[src/rtl/ps2_key_events_pkg.sv]
// ps2_pkg: shared constants and types for the PS/2 key event front end.
//   - Prefix and discarded-byte constants.
//   - Event layout {ext, brk, code} and its width EV_W.
//   - Receiver FSM state type.
//   - is_discard(): true for keyboard status/response bytes that carry no key.
package ps2_pkg;

  localparam int unsigned EV_W = 10;

  localparam logic [7:0] PFX_EXT    = 8'hE0;
  localparam logic [7:0] PFX_BRK    = 8'hF0;
  localparam logic [7:0] B_BAT_OK   = 8'hAA;
  localparam logic [7:0] B_ACK      = 8'hFA;
  localparam logic [7:0] B_BAT_FAIL = 8'hFC;
  localparam logic [7:0] B_RESEND   = 8'hFE;
  localparam logic [7:0] B_ECHO     = 8'hEE;
  localparam logic [7:0] B_PAUSE    = 8'hE1;
  localparam logic [7:0] B_ERR_00   = 8'h00;
  localparam logic [7:0] B_ERR_FF   = 8'hFF;

  typedef struct packed {
    logic       ext;
    logic       brk;
    logic [7:0] code;
  } ps2_event_t;

  typedef enum logic [1:0] {
    RX_IDLE,
    RX_DATA,
    RX_PARITY,
    RX_STOP
  } rx_state_e;

  function automatic logic is_discard(input logic [7:0] b);
    return (b == B_BAT_OK) || (b == B_ACK) || (b == B_BAT_FAIL) ||
           (b == B_RESEND) || (b == B_ECHO) || (b == B_PAUSE) ||
           (b == B_ERR_00) || (b == B_ERR_FF);
  endfunction

endpackage

[src/rtl/ps2_key_events_if.sv]
// ps2_key_events_if: key event stream (valid/ready) from the PS/2 front end.
//   ev_valid : head event present        (master -> slave)
//   ev_ready : consumer accepts the head (slave -> master)
//   ev_code  : scancode without prefix   (master -> slave)
//   ev_ext   : event was E0-prefixed     (master -> slave)
//   ev_break : event is a key release    (master -> slave)
interface ps2_key_events_if;
  logic       ev_valid;
  logic       ev_ready;
  logic [7:0] ev_code;
  logic       ev_ext;
  logic       ev_break;

  modport master (output ev_valid, output ev_code, output ev_ext, output ev_break,
                  input  ev_ready);
  modport slave  (input  ev_valid, input  ev_code, input  ev_ext, input  ev_break,
                  output ev_ready);
endinterface

[src/rtl/ps2_rx_frame.sv]
// ps2_rx_frame: PS/2 frame receiver on the system clock.
//   clk, rst      : system clock, synchronous active-high reset
//   ps2_clk_i     : raw PS/2 clock (asynchronous)
//   ps2_data_i    : raw PS/2 data (asynchronous)
//   byte_valid_o  : one-cycle pulse, byte_o holds a correctly framed byte
//   byte_o        : last received byte
//   frame_err_o   : one-cycle pulse on parity, stop-bit or timeout error
module ps2_rx_frame
  import ps2_pkg::*;
#(
  parameter int unsigned TIMEOUT_CYCLES = 100000
) (
  input  logic       clk,
  input  logic       rst,
  input  logic       ps2_clk_i,
  input  logic       ps2_data_i,
  output logic       byte_valid_o,
  output logic [7:0] byte_o,
  output logic       frame_err_o
);

  localparam int unsigned TW = $clog2(TIMEOUT_CYCLES + 1);

  logic      clk_s1_q, clk_s2_q, clk_prev_q;
  logic      dat_s1_q, dat_s2_q;
  logic      fall;

  rx_state_e state_q, state_d;
  logic [2:0]    bit_cnt_q, bit_cnt_d;
  logic [7:0]    shreg_q, shreg_d;
  logic          par_q, par_d;
  logic [TW-1:0] tmo_q, tmo_d;
  logic [7:0]    byte_q, byte_d;
  logic          byte_valid_q, byte_valid_d;
  logic          err_q, err_d;

  // Synchronisers idle high so a reset with the line high creates no edge.
  always_ff @(posedge clk) begin
    if (rst) begin
      clk_s1_q   <= 1'b1;
      clk_s2_q   <= 1'b1;
      clk_prev_q <= 1'b1;
      dat_s1_q   <= 1'b1;
      dat_s2_q   <= 1'b1;
    end else begin
      clk_s1_q   <= ps2_clk_i;
      clk_s2_q   <= clk_s1_q;
      clk_prev_q <= clk_s2_q;
      dat_s1_q   <= ps2_data_i;
      dat_s2_q   <= dat_s1_q;
    end
  end

  assign fall = clk_prev_q & ~clk_s2_q;

  always_comb begin
    state_d      = state_q;
    bit_cnt_d    = bit_cnt_q;
    shreg_d      = shreg_q;
    par_d        = par_q;
    byte_d       = byte_q;
    byte_valid_d = 1'b0;
    err_d        = 1'b0;

    if (state_q == RX_IDLE || fall) tmo_d = '0;
    else                            tmo_d = tmo_q + TW'(1);

    case (state_q)
      RX_IDLE: begin
        if (fall && !dat_s2_q) begin
          state_d   = RX_DATA;
          bit_cnt_d = '0;
        end
      end
      RX_DATA: begin
        if (fall) begin
          shreg_d = {dat_s2_q, shreg_q[7:1]};
          if (bit_cnt_q == 3'd7) state_d = RX_PARITY;
          else                   bit_cnt_d = bit_cnt_q + 3'd1;
        end
      end
      RX_PARITY: begin
        if (fall) begin
          par_d   = dat_s2_q;
          state_d = RX_STOP;
        end
      end
      RX_STOP: begin
        if (fall) begin
          state_d = RX_IDLE;
          if (dat_s2_q && (^{shreg_q, par_q})) begin
            byte_valid_d = 1'b1;
            byte_d       = shreg_q;
          end else begin
            err_d = 1'b1;
          end
        end
      end
      default: state_d = RX_IDLE;
    endcase

    // Counter reaches TIMEOUT_CYCLES-1 only after that many edge-free cycles.
    if (state_q != RX_IDLE && !fall && tmo_q == TW'(TIMEOUT_CYCLES - 1)) begin
      state_d = RX_IDLE;
      err_d   = 1'b1;
    end
  end

  always_ff @(posedge clk) begin
    if (rst) begin
      state_q      <= RX_IDLE;
      bit_cnt_q    <= '0;
      shreg_q      <= '0;
      par_q        <= 1'b0;
      tmo_q        <= '0;
      byte_q       <= '0;
      byte_valid_q <= 1'b0;
      err_q        <= 1'b0;
    end else begin
      state_q      <= state_d;
      bit_cnt_q    <= bit_cnt_d;
      shreg_q      <= shreg_d;
      par_q        <= par_d;
      tmo_q        <= tmo_d;
      byte_q       <= byte_d;
      byte_valid_q <= byte_valid_d;
      err_q        <= err_d;
    end
  end

  assign byte_valid_o = byte_valid_q;
  assign byte_o       = byte_q;
  assign frame_err_o  = err_q;

endmodule

[src/rtl/ps2_key_events.sv]
// ps2_key_events: PS/2 keyboard front end producing make/break key events.
//   clk, rst   : system clock, synchronous active-high reset
//   PS2Clk     : raw PS/2 clock (asynchronous)
//   PS2Data    : raw PS/2 data (asynchronous)
//   ev         : event stream (master side): ev_valid/ev_ready/ev_code/ev_ext/ev_break
//   frame_err  : one-cycle pulse on a receive error
//   overflow   : sticky, an event was dropped because the FIFO was full
//   held_count : occupied slots of the held-key table
module ps2_key_events
  import ps2_pkg::*;
#(
  parameter int unsigned FIFO_DEPTH     = 8,
  parameter int unsigned HELD_SLOTS     = 4,
  parameter int unsigned TIMEOUT_CYCLES = 100000,
  parameter int unsigned REPORT_BREAK   = 1
) (
  input  logic                              clk,
  input  logic                              rst,
  input  logic                              PS2Clk,
  input  logic                              PS2Data,
  ps2_key_events_if.master                  ev,
  output logic                              frame_err,
  output logic                              overflow,
  output logic [$clog2(HELD_SLOTS+1)-1:0]   held_count
);

  localparam int unsigned AW   = $clog2(FIFO_DEPTH);
  localparam int unsigned HC_W = $clog2(HELD_SLOTS + 1);

  logic       rx_valid, rx_err;
  logic [7:0] rx_byte;

  ps2_rx_frame #(.TIMEOUT_CYCLES(TIMEOUT_CYCLES)) u_rx (
    .clk          (clk),
    .rst          (rst),
    .ps2_clk_i    (PS2Clk),
    .ps2_data_i   (PS2Data),
    .byte_valid_o (rx_valid),
    .byte_o       (rx_byte),
    .frame_err_o  (rx_err)
  );

  // ---------------- decoder ----------------
  logic       ext_pend_q, brk_pend_q;
  logic       ev_fire;
  ps2_event_t ev_new;
  logic [8:0] ev_key;

  always_comb begin
    ev_fire = rx_valid && (rx_byte != PFX_EXT) && (rx_byte != PFX_BRK) && !is_discard(rx_byte);
    ev_new  = '{ext: ext_pend_q, brk: brk_pend_q, code: rx_byte};
    ev_key  = {ext_pend_q, rx_byte};
  end

  always_ff @(posedge clk) begin
    if (rst || rx_err) begin
      ext_pend_q <= 1'b0;
      brk_pend_q <= 1'b0;
    end else if (rx_valid) begin
      if (rx_byte == PFX_EXT) begin
        ext_pend_q <= 1'b1;
      end else if (rx_byte == PFX_BRK) begin
        brk_pend_q <= 1'b1;
      end else begin
        ext_pend_q <= 1'b0;
        brk_pend_q <= 1'b0;
      end
    end
  end

  // ---------------- held-key table ----------------
  logic [HELD_SLOTS-1:0] slot_vld_q, slot_vld_d, hit_vec, free_vec, alloc_vec;
  logic [8:0]            slot_key_q [HELD_SLOTS];
  logic                  key_wr, wr_req;

  always_comb begin
    hit_vec = '0;
    for (int unsigned i = 0; i < HELD_SLOTS; i++)
      hit_vec[i] = slot_vld_q[i] && (slot_key_q[i] == ev_key);
    free_vec  = ~slot_vld_q;
    // Isolate the lowest set bit: lowest free slot, or none when full.
    alloc_vec = free_vec & (~free_vec + HELD_SLOTS'(1));
  end

  always_comb begin
    slot_vld_d = slot_vld_q;
    wr_req     = 1'b0;
    key_wr     = 1'b0;
    if (ev_fire) begin
      if (ev_new.brk) begin
        slot_vld_d = slot_vld_q & ~hit_vec;
        wr_req     = (REPORT_BREAK != 0);
      end else if (hit_vec == '0) begin
        slot_vld_d = slot_vld_q | alloc_vec;
        key_wr     = 1'b1;
        wr_req     = 1'b1;
      end
    end
  end

  always_ff @(posedge clk) begin
    if (rst) slot_vld_q <= '0;
    else     slot_vld_q <= slot_vld_d;
  end

  always_ff @(posedge clk) begin
    for (int unsigned i = 0; i < HELD_SLOTS; i++)
      if (key_wr && alloc_vec[i]) slot_key_q[i] <= ev_key;
  end

  always_comb begin
    held_count = '0;
    for (int unsigned i = 0; i < HELD_SLOTS; i++)
      held_count = held_count + HC_W'(slot_vld_q[i]);
  end

  // ---------------- event FIFO ----------------
  logic [EV_W-1:0] mem_q [FIFO_DEPTH];
  logic [AW:0]     wr_ptr_q, rd_ptr_q;
  logic            empty, full, pop, push;
  ps2_event_t      head;

  always_comb begin
    empty = (wr_ptr_q == rd_ptr_q);
    full  = (wr_ptr_q[AW] != rd_ptr_q[AW]) && (wr_ptr_q[AW-1:0] == rd_ptr_q[AW-1:0]);
    pop   = !empty && ev.ev_ready;
    // A same-cycle pop frees the slot the write needs.
    push  = wr_req && (!full || pop);
    head  = ps2_event_t'(mem_q[rd_ptr_q[AW-1:0]]);
  end

  always_ff @(posedge clk) begin
    if (push) mem_q[wr_ptr_q[AW-1:0]] <= EV_W'(ev_new);
  end

  always_ff @(posedge clk) begin
    if (rst) begin
      wr_ptr_q <= '0;
      rd_ptr_q <= '0;
      overflow <= 1'b0;
    end else begin
      if (push) wr_ptr_q <= wr_ptr_q + (AW+1)'(1);
      if (pop)  rd_ptr_q <= rd_ptr_q + (AW+1)'(1);
      if (wr_req && full && !pop) overflow <= 1'b1;
    end
  end

  assign ev.ev_valid = !empty;
  assign ev.ev_code  = empty ? '0   : head.code;
  assign ev.ev_ext   = empty ? 1'b0 : head.ext;
  assign ev.ev_break = empty ? 1'b0 : head.brk;
  assign frame_err   = rx_err;

endmodule

[src/flat_wrapper.sv]
// flat-port wrapper written by rule: the top's interface ports become plain ports
module ps2_key_events_flat import ps2_pkg::*;
#(
  parameter int unsigned FIFO_DEPTH     = 8,
  parameter int unsigned HELD_SLOTS     = 4,
  parameter int unsigned TIMEOUT_CYCLES = 100000,
  parameter int unsigned REPORT_BREAK   = 1
)
  (clk, rst, PS2Clk, PS2Data, frame_err, overflow, held_count, ev_ev_valid, ev_ev_code, ev_ev_ext, ev_ev_break, ev_ev_ready);
  ps2_key_events_if ev_i ();
  input  logic clk;
  input  logic rst;
  input  logic PS2Clk;
  input  logic PS2Data;
  output logic frame_err;
  output logic overflow;
  output logic [$clog2(HELD_SLOTS+1)-1:0] held_count;
  output wire logic [$bits(ev_i.ev_valid)-1:0] ev_ev_valid;
  output wire logic [$bits(ev_i.ev_code)-1:0] ev_ev_code;
  output wire logic [$bits(ev_i.ev_ext)-1:0] ev_ev_ext;
  output wire logic [$bits(ev_i.ev_break)-1:0] ev_ev_break;
  input wire logic [$bits(ev_i.ev_ready)-1:0] ev_ev_ready;
  assign ev_ev_valid = ev_i.ev_valid;
  assign ev_ev_code = ev_i.ev_code;
  assign ev_ev_ext = ev_i.ev_ext;
  assign ev_ev_break = ev_i.ev_break;
  assign ev_i.ev_ready = ev_ev_ready;
  ps2_key_events #(.FIFO_DEPTH(FIFO_DEPTH), .HELD_SLOTS(HELD_SLOTS), .TIMEOUT_CYCLES(TIMEOUT_CYCLES), .REPORT_BREAK(REPORT_BREAK)) u_core (.clk(clk), .rst(rst), .PS2Clk(PS2Clk), .PS2Data(PS2Data), .ev(ev_i), .frame_err(frame_err), .overflow(overflow), .held_count(held_count));
endmodule
[config.mk]
export PLATFORM = sky130hd
export DESIGN_NAME = ps2_key_events_flat
export DESIGN_NICKNAME = d
export VERILOG_FILES = /design/src/rtl/ps2_key_events_pkg.sv /design/src/rtl/ps2_key_events_if.sv /design/src/rtl/ps2_rx_frame.sv /design/src/rtl/ps2_key_events.sv /design/src/flat_wrapper.sv
export SDC_FILE = /design/constraint.sdc
export NUM_CORES = 1
export LEC_CHECK = 0
export ABC_AREA = 1
export CAP_MARGIN = 10
export CORE_AREA = 2 2 153 155
export DETAILED_ROUTE_END_ITERATION = 12
export DIE_AREA = 0 0 155 157
export PLACE_DENSITY_LB_ADDON = 0.1
export SYNTH_ARGS = -nofsm -noshare
export SYNTH_HDL_FRONTEND = slang
export SYNTH_SLANG_ARGS = --single-unit
[constraint.sdc]
create_clock -name clk -period 3.3 [get_ports clk]
set_clock_uncertainty 0.05 [all_clocks]
set_input_delay 0.66 -clock clk [delete_from_list [all_inputs] [get_ports clk]]
set_output_delay 0.66 -clock clk [all_outputs]
set_load 0.02 [all_outputs]
## Word level (Yosys, flattened, before mapping)

Memory sizes are Yosys's and may differ from the RTL's. A register that Yosys moved wholly into a read port is not among the register bits.
Cells that the tools add are included.

- $add $sub $neg: 8
- Multipliers: 0
- Div/mod/pow operators: 0
- Magnitude comparators: 0
- Equal/unequal tests: 30
- Shift operators: 0
- Mux-type cells: 49
- Bitwise operators: 11
- Reductions and logical operators: 57

Operator list:

| cell | number |
|---|---|
| == test 8 bit, second input constant | 9 |
| == test 9 bit | 4 |
| 2-to-1 mux 1 bit | 28 |
| 2-to-1 mux 9 bit | 3 |
| OR reduction 9 bit | 3 |
| logical AND 1 bit | 20 |
| adder 17 x 1 -> 17 bit, second input constant | 1 |
| == test 17 bit, second input constant | 1 |
| 2-to-1 mux 2 bit | 8 |
| != test 8 bit, second input constant | 2 |
| 2-to-1 mux 3 bit | 5 |
| adder 4 x 1 -> 4 bit, second input constant | 3 |
| NOT 4 bit | 3 |
| logical OR 1 bit | 10 |
| != test 2 bit, second input constant | 5 |
| AND reduction 2 bit | 5 |
| XOR reduction 9 bit | 1 |
| bitwise AND 4 bit | 2 |
| logical NOT 8 bit | 1 |
| 2-to-1 mux 4 bit | 2 |
| 2-to-1 mux 8 bit | 1 |
| case mux 2 bit (4 select lines) | 1 |
| adder 3 x 1 -> 3 bit | 2 |
| logical NOT 1 bit | 6 |
| other kinds (21) | 29 |

- Flip-flop bits (word level): 61
- Bits in latches: 0
- Bits in writable memories: 116
- Memory bits (read-only): 0
- Input bits: 5
- Output and inout bits: 16
- Word-level logic and storage cells: 176
- Memories kept: 2

Memory list:

| name | words | width | read ports | clocked after Yosys merged registers in | write ports | line | RTL |
|---|---|---|---|---|---|---|---|
| u_core.mem_q | 8 | 10 | 1 | 1 | 1 | ps2_key_events.sv:118 | `logic [EV_W-1:0] mem_q [FIFO_DEPTH];` |
| u_core.slot_key_q | 4 | 9 | 4 | 0 | 1 | ps2_key_events.sv:73 | `logic [8:0] slot_key_q [HELD_SLOTS];` |

## Logic depth before layout (Yosys ltp)

Gate-level depths: netlist (run 1).

- Depth in word-level cells: 18
- Depth in mapped cells: 15
- Mapped depth without buffers: 14

## Modules after synthesis

Synthesis (run 1) repeated with hierarchy kept, for this count alone.

- Cell total of the unflattened synthesis: 848
- Area total of the unflattened synthesis: 8092.8 um2

Modules (own cells, without submodules):

| module | times used | cells an instance | area an instance (um2) | sequential area each (um2) |
|---|---|---|---|---|
| ps2_key_events | 1 | 537 | 5854.4 | 3843.7 |
| ps2_rx_frame | 1 | 311 | 2238.4 | 920.9 |

## Least setup slack after synthesis (run 1)

Ideal clock, no wire load.

- Kind: register to register
- From: register u_core.u_rx.byte_q[2], in the netlist u_core.u_rx.byte_o[2]
- To: memory u_core.mem_q[7][0] (enable)
- Library setup time: 0.390 ns
- Arrival: 2.193 ns
- Data required time: 2.860 ns
- Path slack: 0.667 ns
- Stages on the path, launching flop included: 11
- Path buffers: 1
- Clock period less this slack: 2.633 ns
- Path through: dfxtp_1 -> inv_1 -> buf_2 -> or2_0 -> nand3_1 -> nor2_1 -> nand3_1 -> nand2_1 -> o21ai_0 -> nand3_1 -> nor3_1

- Cells in the longest elaborated chain, start to end: 14
- Elaborated cells on any way between the ends: 36
- Classes of those cells: 13 x eq/ne; 5 x mux; 18 x reduce/logical

Ends and longest elaborated chain:

| what | line | RTL |
|---|---|---|
| start: declaration | ps2_rx_frame.sv:33 | `logic [7:0] byte_q, byte_d;` |
| start signal: assignment | ps2_rx_frame.sv:125 | `byte_q <= byte_d;` |
| == test 8 bit | ps2_key_events_pkg.sv:35 | `return (b == B_BAT_OK) \|\| (b == B_ACK) \|\| (b == B_BAT_FAIL) \|\|` |
| logical OR 1 bit (3 in series) | ps2_key_events_pkg.sv:35 |  |
| logical OR 1 bit (3 in series) | ps2_key_events_pkg.sv:36 | `(b == B_RESEND) \|\| (b == B_ECHO) \|\| (b == B_PAUSE) \|\|` |
| logical OR 1 bit | ps2_key_events_pkg.sv:37 | `(b == B_ERR_00) \|\| (b == B_ERR_FF);` |
| logical NOT 1 bit | ps2_key_events.sv:50 | `ev_fire = rx_valid && (rx_byte != PFX_EXT) && (rx_byte != PFX_BRK) && !is_discard(rx_byte);` |
| logical AND 1 bit | ps2_key_events.sv:50 |  |
| 2-to-1 mux 1 bit * | ps2_key_events.sv:89 | `if (ev_fire) begin` |
| logical AND 1 bit * | ps2_key_events.sv:128 | `push = wr_req && (!full \|\| pop);` |
| 2-to-1 mux 1 bit * | ps2_key_events.sv:133 | `if (push) mem_q[wr_ptr_q[AW-1:0]] <= EV_W'(ev_new);` |
| 2-to-1 mux 1 bit (implied by the code) * | ps2_key_events.sv:133 |  |
| end: declaration | ps2_key_events.sv:118 |  |

Mark *: on every way between the ends. The rest lies on a longest branch, timed or not.

## Worst setup path after layout (run 1)

- From: register u_core.slot_vld_q[0]
- To: output port held_count[0]

- Cells in the longest elaborated chain, start to end: 3

Ends and longest elaborated chain:

| what | line | RTL |
|---|---|---|
| start: declaration | ps2_key_events.sv:72 | `logic [HELD_SLOTS-1:0] slot_vld_q, slot_vld_d, hit_vec, free_vec, alloc_vec;` |
| start signal: assignment | ps2_key_events.sv:103 | `else slot_vld_q <= slot_vld_d;` |
| adder 1 x 1 -> 2 bit | ps2_key_events.sv:114 | `held_count = held_count + HC_W'(slot_vld_q[i]);` |
| adder 3 x 1 -> 3 bit (2 in series) | ps2_key_events.sv:114 |  |
| end: declaration | flat_wrapper.sv:17 | `output logic [$clog2(HELD_SLOTS+1)-1:0] held_count;` |

No other way between the ends.

==> run metrics, run 1 <==
status=completed; Skew-Pair Late Insertion Delay=0.43 ns; Slew Limit Fails=0; Clock Sinks=180; first-pass GRT wire length=29.70 mm; clock root buffer=clkbuf_16; worst endpoint data arrival time=2.44 ns; ANT cells=0; Buffers on Ports=20; GRT overflow=0; Final Worst Setup Slack=0.1507 ns; worst hold margin=0.3597 ns; area grow syn2layout=16.43%; crit-path max FO=6; largest net degree at the start of global routing=41; dpl ws=0.3646 ns; final WL=18.17 mm; number of synthesized flops with an enable pin=116; LEAKAGE=0.003366 uW; CTS H-tree lvls=4; hold buffer count at cts=0; share of cells above drive strength 1=10.48%; peak supply drop=0.0003286 V; die area=24340 um2; CTS tree=built; Ports=21; max_cap viols=0; Syn Std Cell Area=7859 um2; drt wl/cell=15.88 um; DRT iter0 DRCs=364; Worst Hold Class=reg -> reg; maximum clock rate=317.5 MHz; Chip Height=157 um; CP Class=reg -> out; final setup TNS=0 ns; actual slew at the worst max-slew pin=0.7554 ns; Seq/Total Area, Yosys=60.63%; cell count after synthesis=804; Pwr Density=522.1 nW/um2; Vias/cell=4.886; Required @ worst endpoint=2.59 ns; DRC=0; met2 global-route usage=28.47%; post-layout minimum cycle time=3.149 ns; Clock Path Buffers=2; Die X=155 um; Ys Warns=0; average footprint of a synthesized cell=9.775 um2; crit share post-route=95.43%; Setup Viol. Count Final=0; Crit. End Element=output pin; Fin. Hold Viols=0; Synth cell types=43; CTS buffer count=17; Synth async-reset ratio=0%; antenna-violating nets left=0; First-pass DRT Iterations=5; Initial Utilization=34.92%; GRT Overall Usage=15.80%; Seq cells post-synth=180; detailed placement HPWL=12.44 mm; vias in the first global route=5678; Reg2Reg Setup Slack=0.53 ns; met1 GRT Util=19.48%; ys flop type=edfxtp_1; clk slew on worst S/H paths=0.07 ns; routability cong.=0.8213; M3 GR Usage=3.139%; Slew HR=49.57%; RSZ-0062 raised after global routing=no; Core ar.=22500 um2; GRT busiest layer=met2; vias after detailed routing=5590; nets=865; crit start category=flop; initial antenna violation count=0; Syn Nets=823; Row Count=55
-- cell usage after synthesis, drive strengths merged (10+ instances only) --
cell,count,area [um2]
edfxtp,116,3483
a31oi,11,68.82
inv,65,244.0
o22ai,10,62.56
xnor2,25,219.0
nor3,11,55.05
nand2,132,515.5
or2,14,87.59
clkbuf,21,80.07
nand3,45,247.7
o21ai,69,345.3
dfxtp,64,1281
nor2,130,493.0
ha,13,162.7
a21oi,39,195.2
-- report_power, final --
group / switching, uW / internal, uW / total (uW)
sequential: 14.3 / 2380 / 2400
clock: 941 / 1080 / 2020
combinational: 228 / 136 / 364
total: 1180 / 3590 / 4780
-- stage by stage --
step           util (%)  cells  instance area [um2]  total power, uW
3_3_place_gp      37.84   1109                 8514             2796
4_1_cts           40.50   1141                 9114             4833
5_1_grt           40.66   1144                 9150             4988
2_1_floorplan         -    804                 7859             2673
3_5_place_dp      37.84   1109                 8514             2803
6_report          40.66   1144                 9150             4778
-- worst paths after layout --
| path | start | endpoint | cells after the start |
|---|---|---|---|
| worst max-delay path | u_core.slot_vld_q[0] | held_count[0] | 4 |
| worst min-delay path | u_core.u_rx.dat_s1_q | u_core.u_rx.dat_s2_q | 1 |
| worst max register to register | u_core.u_rx.byte_o[1] | u_core.mem_q[2][7] | 12 |
| worst min register to register | u_core.u_rx.dat_s1_q | u_core.u_rx.dat_s2_q | 1 |
-- area by class of cell --
| type | count | area, um2 |
|---|---|---|
| fill | 2183 | 13350 |
| sequential | 180 | 4765 |
| multi-input combinational | 528 | 2698 |
| timing repair buffer | 53 | 486.7 |
| clock buffer | 17 | 425.4 |
| tap | 285 | 356.6 |
| inverter | 66 | 251.5 |
| clock inverter | 15 | 167.7 |
-- sequential cells by signal, indices dropped and copies added (netlist names), 2 cells and up, named ones only --
name,count
u_core.wr_ptr_q,4
u_core.rd_ptr_q,4
u_core.mem_q,80
u_core.u_rx.bit_cnt_q,3
u_core.slot_vld_q,4
u_core.u_rx.shreg_q,8
u_core.u_rx.state_q,2
u_core.u_rx.byte_o,8
u_core.u_rx.tmo_q,17
u_core.slot_key_q,36
-- layout by cell type (no fill, tap or decap), drive strengths merged, types with 3 or more instances in the layout --
cell type and instances:
nand2 132, nor2 130, edfxtp 116, inv 70, o21ai 69, dfxtp 64, nand3 45, a21oi 39
buf 33, xnor2 25, clkbuf 17, clkdlybuf4s50 16, or2 14, ha 13, nor3 11, a31oi 11
o22ai 10, xor2 8, nand4 8, clkinv 7, dlymetal6s2s 4, clkinvlp 3
-- cell families (layout without fill, tap and decap cells) --
family,after synthesis,after routing,share of synthesized area (%)
simple gates,346,346,19.11
flops,180,180,60.63
compound gates,135,135,9.187
buf+inv,96,151,5.079
xor+xnor,33,33,3.678
fa+ha+maj,14,14,2.325
-- per-layer routing --
metal / vias up / part of all wire, % / wire length, um
li1: 2801 / - / -
met1: 2681 / 45 / 8203
met2: 89 / 51 / 9315
met3: 19 / 2.6 / 465
met4: 0 / 1.0 / 186
met5: - / 0 / 0
-- critical path: stages, from the launching register on --
cell and delay [ns]:
dfxtp_1 0.43, inv_1 0.11, ha_1 0.32, fa_1 0.53, clkdlybuf4s50_1 0.63
-- repair_timing --
action,in CTS,in global routing
setup buffers,0,3
endpoints found under the setup margin,7,8
gates resized for setup,2,5
No activity file was read; power rests on OpenSTA's default activity.
==> run 2: changes to the inputs <==
Settings changed: SETUP_SLACK_MARGIN set to 0.05.
==> run 2 against run 1 <==
Cell area hardly changed. First-iteration DRC count unchanged. Setup slack worse by 0.0021 ns. Utilization barely moved. Global-route usage did not move. Critical path depth is the same. Combinational power is essentially flat. Largest cell class unchanged.
==> run metrics, run 2 (same netlist as run 1, synthesis figures left out) <==
maximum clock rate=317.3 MHz (about the same); CP Class=reg -> out; RSZ-0062 raised after global routing=no; routability cong.=0.8213 (unchanged); peak supply drop=0.0003295 V (+0.28%); Inst Count DP=1109 (unchanged); Crit Reg-Reg Startpoint=u_core.u_rx.byte_o[1]; worst reg-to-reg path cell count=12 (unchanged); detailed placement HPWL=12.44 mm (unchanged); Chip Height=157 um (unchanged); crit share post-route=95.50% (about the same); worst min-delay path startpoint=u_core.u_rx.dat_s1_q; most common cell after layout, fill and taps aside=nor2_1; actual slew at the worst max-slew pin=0.7571 ns (+0.001670 ns); CTS buffer count=17 (unchanged); Clock Path Buffers=2 (unchanged); CTS tree=built; drt wl/cell=15.91 um (+0.14%); Buffers on Ports=20 (unchanged); Die X=155 um (unchanged); largest net degree at the start of global routing=41 (unchanged); Clock Sinks=180 (unchanged); Largest register FFs=80 (unchanged); Required @ worst endpoint=2.59 ns (about the same); worst endpoint data arrival time=2.44 ns (about the same); first-pass GRT wire length=29.70 mm (unchanged); vias after detailed routing=5590 (unchanged); Reg2Reg Capture Point=u_core.mem_q[2][7]; Pwr Density=521.8 nW/um2 (about the same); Slew Limit Fails=0 (unchanged); First-pass DRT Iterations=4 (-1); initial antenna violation count=0 (unchanged); status=completed; GRT Overall Usage=15.80% (unchanged); Non-Filler Instances=1144 (unchanged); Ports=21 (unchanged); Reg2Reg Setup Slack=0.52 ns (about the same); vias in the first global route=5678 (unchanged); Crit. End Element=output pin; LEAKAGE=0.003387 uW (+0.61%); CTS H-tree lvls=4 (unchanged); Skew-Pair Late Insertion Delay=0.43 ns (about the same); Slew HR=49.46% (-0.11 points); Worst Hold Class=reg -> reg; hold buffer count at cts=0 (unchanged); antenna-violating nets left=0 (unchanged); final WL=18.20 mm (+0.14%); post-layout minimum cycle time=3.151 ns (+0.002115 ns); GRT overflow=0 (unchanged); final setup TNS=0 ns (unchanged); Setup Viol. Count Final=0 (unchanged); Final Worst Setup Slack=0.1485 ns (-0.002115 ns); dpl ws=0.3646 ns (unchanged); Initial Utilization=34.92% (unchanged); Row Count=55 (unchanged); crit start category=flop; commonest non-fill, non-tap cells in the layout=128 x nor2_1, 125 x nand2_1, 116 x edfxtp_1; area grow syn2layout=16.45% (about the same); Core ar.=22500 um2 (unchanged); share of cells above drive strength 1=10.48% (unchanged); crit-path max FO=6 (unchanged); DRC=0 (unchanged); DRT iter0 DRCs=364 (unchanged); clk slew on worst S/H paths=0.07 ns (about the same); hold path endpoint=u_core.u_rx.dat_s2_q; nets=865 (unchanged); max_cap viols=0 (unchanged); Pwr Total=4775 uW (about the same); die area=24340 um2 (unchanged); clock root buffer=clkbuf_16; Vias/cell=4.886 (unchanged); Min-Delay Path Depth=1 (unchanged); Fin. Hold Viols=0 (unchanged); ANT cells=0 (unchanged)
[run 2: cell count changes in the layout (fill, tap and decap cells not counted), sizes merged]
cell and delta:
dlymetal6s2s +1, dlygate4sd2 +1, clkdlybuf4s50 -2
[run 2: how the worst max path moves through the flow]
stage                                from  cells after the start  slack (ns)                 end
global placement       u_core.wr_ptr_q[2]                      6        0.43           ev_ev_ext
finish               u_core.slot_vld_q[0]                      4        0.15       held_count[0]
detailed placement     u_core.wr_ptr_q[0]                      6        0.36           ev_ev_ext
global route           u_core.wr_ptr_q[2]                      6        0.06       ev_ev_code[2]
floorplan           u_core.u_rx.byte_o[2]                     10        0.67  u_core.mem_q[7][0]
CTS                    u_core.wr_ptr_q[0]                      6        0.06           ev_ev_ext
[run 2: where the power goes]
part	internal, uW	switching, uW	leakage (uW)
registers	2380	14.4	0.00156
logic	135	228	0.00155
clock network	1080	940	0.000285
total	3590	1180	0.00339
[run 2: routing by layer]
layer | wire (um) | GRT usage (%) | up-vias
met3 | 499 | 3.139 | 19
met4 | 186 | 3.836 | 0
met2 | 9367 | 28.47 | 90
met1 | 8143 | 19.48 | 2681
li1 | - | - | 2800
met5 | 0 | 0 | -
[run 2: stage by stage]
step	hold WS, ns	instance area, um2	utilization [%]
finish	0.3597	9151	40.67
global route	0.3778	9151	40.67
CTS	0.3609	9112	40.49
detailed placement	0.3432	8514	37.84
global placement	0.3446	8514	37.84
floorplan	0.3395	7859	-
[run 2: repair_timing]
item                                    4_1_cts  5_1_grt
gates resized for setup                       3        6
cloned                                        0        0
setup buffers                                 0        3
endpoints found under the setup margin       11       10
[run 2: layout make-up]
class                   instances  area, um2
clock buffers                  17      425.4
well taps                     285      356.6
multi-input cells             528       2698
inverters                      66      251.5
clock inverters                15      167.7
fillers                      2182      13350
flip-flops and latches        180       4765
repair buffers                 53      488.0
[run 2: critical path: stages, from the launching register on]
cell and delay, ns:
dfxtp_1 0.43, inv_1 0.11, ha_1 0.32, fa_1 0.53
clkdlybuf4s50_1 0.62
==> run 3: changes to the inputs <==
Settings changed: CORE_AREA 2 2 153 155 to 2 2 156 158, DIE_AREA 0 0 155 157 to 0 0 158 160, DONT_BUFFER_PORTS set to 1, SYNTH_HIERARCHICAL set to 1.
==> run 3 against run 2 <==
Cell count is 4.7% higher. Critical path type unchanged. Cell area is 0.26% higher. Global-route usage is 0.76 points lower. Synthesized cell count is 5.5% higher. Via count is 3.1% higher. Utilization is 2.1 points lower. Routed wire length is 0.31% higher.
==> run metrics, run 3 <==
peak supply drop=0.0002834 V (-14%); Non-Filler Instances=1198 (+4.7%); Skew-Pair Late Insertion Delay=0.43 ns (about the same); clk slew on worst S/H paths=0.07 ns (about the same); Initial Utilization=33.97% (-0.95 points); multiplexer area fraction after synthesis=0% (unchanged); Syn Nets=868 (+5.5%); share of cells above drive strength 1=9.954% (-0.52 points); Crit Reg-Reg Startpoint=u_core/u_rx/byte_o[2]; maximum clock rate=326.5 MHz (+2.9%); top-area cell type share of the netlist area=43.04% (-1.3 points); Core ar.=23820 um2 (+5.9%); routability cong.=0.8601 (+4.7%); DRT iter0 DRCs=324 (-11%); antenna-violating nets left=0 (unchanged); clock root buffer=clkbuf_16; crit start category=flop; Reg2Reg Capture Point=u_core/mem_q[6][2]; detailed placement HPWL=12.67 mm (+1.8%); Clock Sinks=180 (unchanged); largest family of logic cells by synthesized area=simple AND/OR/NAND/NOR gates; crit-path max FO=21 (+15); Slew Limit Fails=0 (unchanged); Synth async-reset ratio=0% (unchanged); Reg2Reg Setup Slack=0.65 ns (+0.13 ns); ys flop type=edfxtp_1; top post-synthesis cells by area=edfxtp_1 43%, dfxtp_1 16%, nand2_1 6.4%; hold buffer count at cts=0 (unchanged); Ports=21 (unchanged); Inst Count DP=1166 (+5.1%); area grow syn2layout=13.37%; final core utilization=38.52% (-2.1 points); max_cap viols=0 (unchanged); first-pass GRT wire length=28.99 mm (-2.4%); CP endpoint=ev_ev_code[2]; Chip Height=160 um (+1.9%); Ys Warns=6 (+6); CTS tree=built; number of synthesized flops with an enable pin=116 (unchanged); Row Count=57 (+3.6%); Top delay family on crit path=flip-flops; average footprint of a synthesized cell=9.543 um2 (-2.4%); Worst path max stage delay=0.85 ns (+0.23 ns); Final Worst Setup Slack=0.2369 ns (+0.08837 ns); CP cell instances=inv_1 -> buf_4 -> nor2_1 -> o21ai_0 -> a31oi_1; LEAKAGE=0.003384 uW (about the same); CTS buffer count=17 (unchanged); simple-gate share of the synthesized area=18.78% (-0.32 points); Seq cells post-synth=180 (unchanged); vias in the first global route=5515 (-2.9%); Seq/Total Area, Yosys=58.87% (-1.8 points); complex-gate fraction of the synthesized area=9.447% (+0.26 points); Final Cell Area=9175 um2 (+0.26%); postcts setup bufs=0 (unchanged); Placed Area=8534 um2 (+0.24%); nets=881 (+1.8%); Required @ worst endpoint=2.59 ns (about the same); cell count after synthesis=848 (+5.5%); vias after detailed routing=5764 (+3.1%); most common cell after layout, fill and taps aside=nand2_1; Largest register FFs=80 (unchanged); Yosys top cell by area=edfxtp_1; Buffers on Ports=0 (-100%); Synth cell types=46 (+7.0%); Vias/cell=4.811 (-1.5%); ANT cells=0 (unchanged); RSZ-0062 raised after global routing=no; fillers=2411 (+10%); final setup TNS=0 ns (unchanged); WP buf/inv=2 (unchanged); Pwr Density=522.6 nW/um2 (+0.14%); Synth Area in Adders=2.412% (+0.087 points); Setup Viol. Count Final=0 (unchanged); die area=25280 um2 (+3.9%); GRT Overall Usage=15.04% (-0.76 points); Clock Path Buffers=2 (unchanged); worst endpoint data arrival time=2.35 ns (-0.09 ns); Synth Area in XOR/XNOR=4.437% (+0.76 points); final WL=18.25 mm (+0.31%); drt wl/cell=15.24 um (-4.2%); commonest non-fill, non-tap cells in the layout=137 x nand2_1, 132 x nor2_1, 116 x edfxtp_1; post-CTS sizing=0 (-3); most frequent cells after synthesis=137 x nand2_1, 132 x nor2_1, 116 x edfxtp_1; post-layout minimum cycle time=3.063 ns (-0.08837 ns); DRC=0 (unchanged); First-pass DRT Iterations=5 (+1); actual slew at the worst max-slew pin=0.8162 ns (+0.05918 ns); count leader, synth=nand2_1; Slew HR=45.51% (-4.0 points); Crit. End Element=output pin; Fin. Hold Viols=0 (unchanged); Die X=158 um (+1.9%); largest net degree at the start of global routing=39 (-4.9%); stages on the worst setup path=5 (+1); CP max stage cell=dfxtp_1; dpl ws=0.6701 ns (+0.3055 ns); crit share post-route=92.82% (-2.7 points); Worst Hold Class=in -> reg; initial antenna violation count=0 (unchanged); GRT overflow=0 (unchanged); Syn Std Cell Area=8093 um2 (+3.0%); status=completed; CTS H-tree lvls=4 (unchanged); worst reg-to-reg path cell count=9 (-3); CP Class=reg -> out
run 3: cell types whose count changed in the layout (fill, tap and decap cells not counted), sizes merged, moves of 3 or more:
cell           before  now
inv                70   98
xor2                8   23
clkdlybuf4s50      14    0
nand2             132  144
nand3              45   34
buf                33   24
nand4               8   15
or2                14    7
xnor2              25   18
nor2              130  136
dlymetal6s2s        5    0
o21ai              69   73
nor3               11    8
run 3: how the worst min path moves through the flow:
stage                     cells after the start  slack, ns            startpoint                 endpoint
after floorplan                               1       0.34  u_core/u_rx/clk_s1_q     u_core/u_rx/clk_s2_q
after global placement                        1       0.34  u_core/u_rx/dat_s1_q     u_core/u_rx/dat_s2_q
after detailed placement                      1       0.35  u_core/u_rx/dat_s1_q     u_core/u_rx/dat_s2_q
after CTS                                     1       0.21                   rst  u_core/u_rx/frame_err_o
after global routing                          1       0.21                   rst  u_core/u_rx/frame_err_o
final                                         1       0.24                   rst  u_core/u_rx/frame_err_o
run 3: kinds of logic after synthesis:
logic type | after synthesis
and+or+nand+nor | 350
adders and majority gates | 15
DFF | 180
buffers and inverters | 122
AOI/OAI and AO/OA | 140
xor gates and xnor gates | 41
run 3: routing by layer:
layer	part of all wire, %	GRT usage, %	vias up
met5	0	0	-
met4	1.5	4.709	0
met3	3.3	2.632	21
met2	50	26.44	112
met1	45	18.68	2777
li1	-	-	2854
run 3: area by class of cell:
| type | count | area, um2 | share of cell area (%) |
|---|---|---|---|
| timing repair buffer | 24 | 180.2 | 1.964 |
| tap | 324 | 405.4 | 4.418 |
| multi-input combinational | 546 | 2851 | 31.08 |
| clock buffer | 17 | 425.4 | 4.637 |
| inverter | 92 | 349.1 | 3.805 |
| sequential | 180 | 4765 | 51.93 |
| clock inverter | 15 | 198.9 | 2.168 |
run 3: through the flow:
stage | hold WS [ns] | total power, uW
after floorplan | 0.3395 | 2701
after global placement | 0.3427 | 2776
after detailed placement | 0.3465 | 2784
after CTS | 0.2150 | 4868
after global routing | 0.2140 | 5010
final | 0.2368 | 4795
run 3: report_power, final:
group | switching [uW] | total [uW] | internal [uW]
Combinational | 217 | 319 | 101
Sequential | 32.0 | 2420 | 2380
Clock | 1010 | 2060 | 1050
Total | 1260 | 4790 | 3530
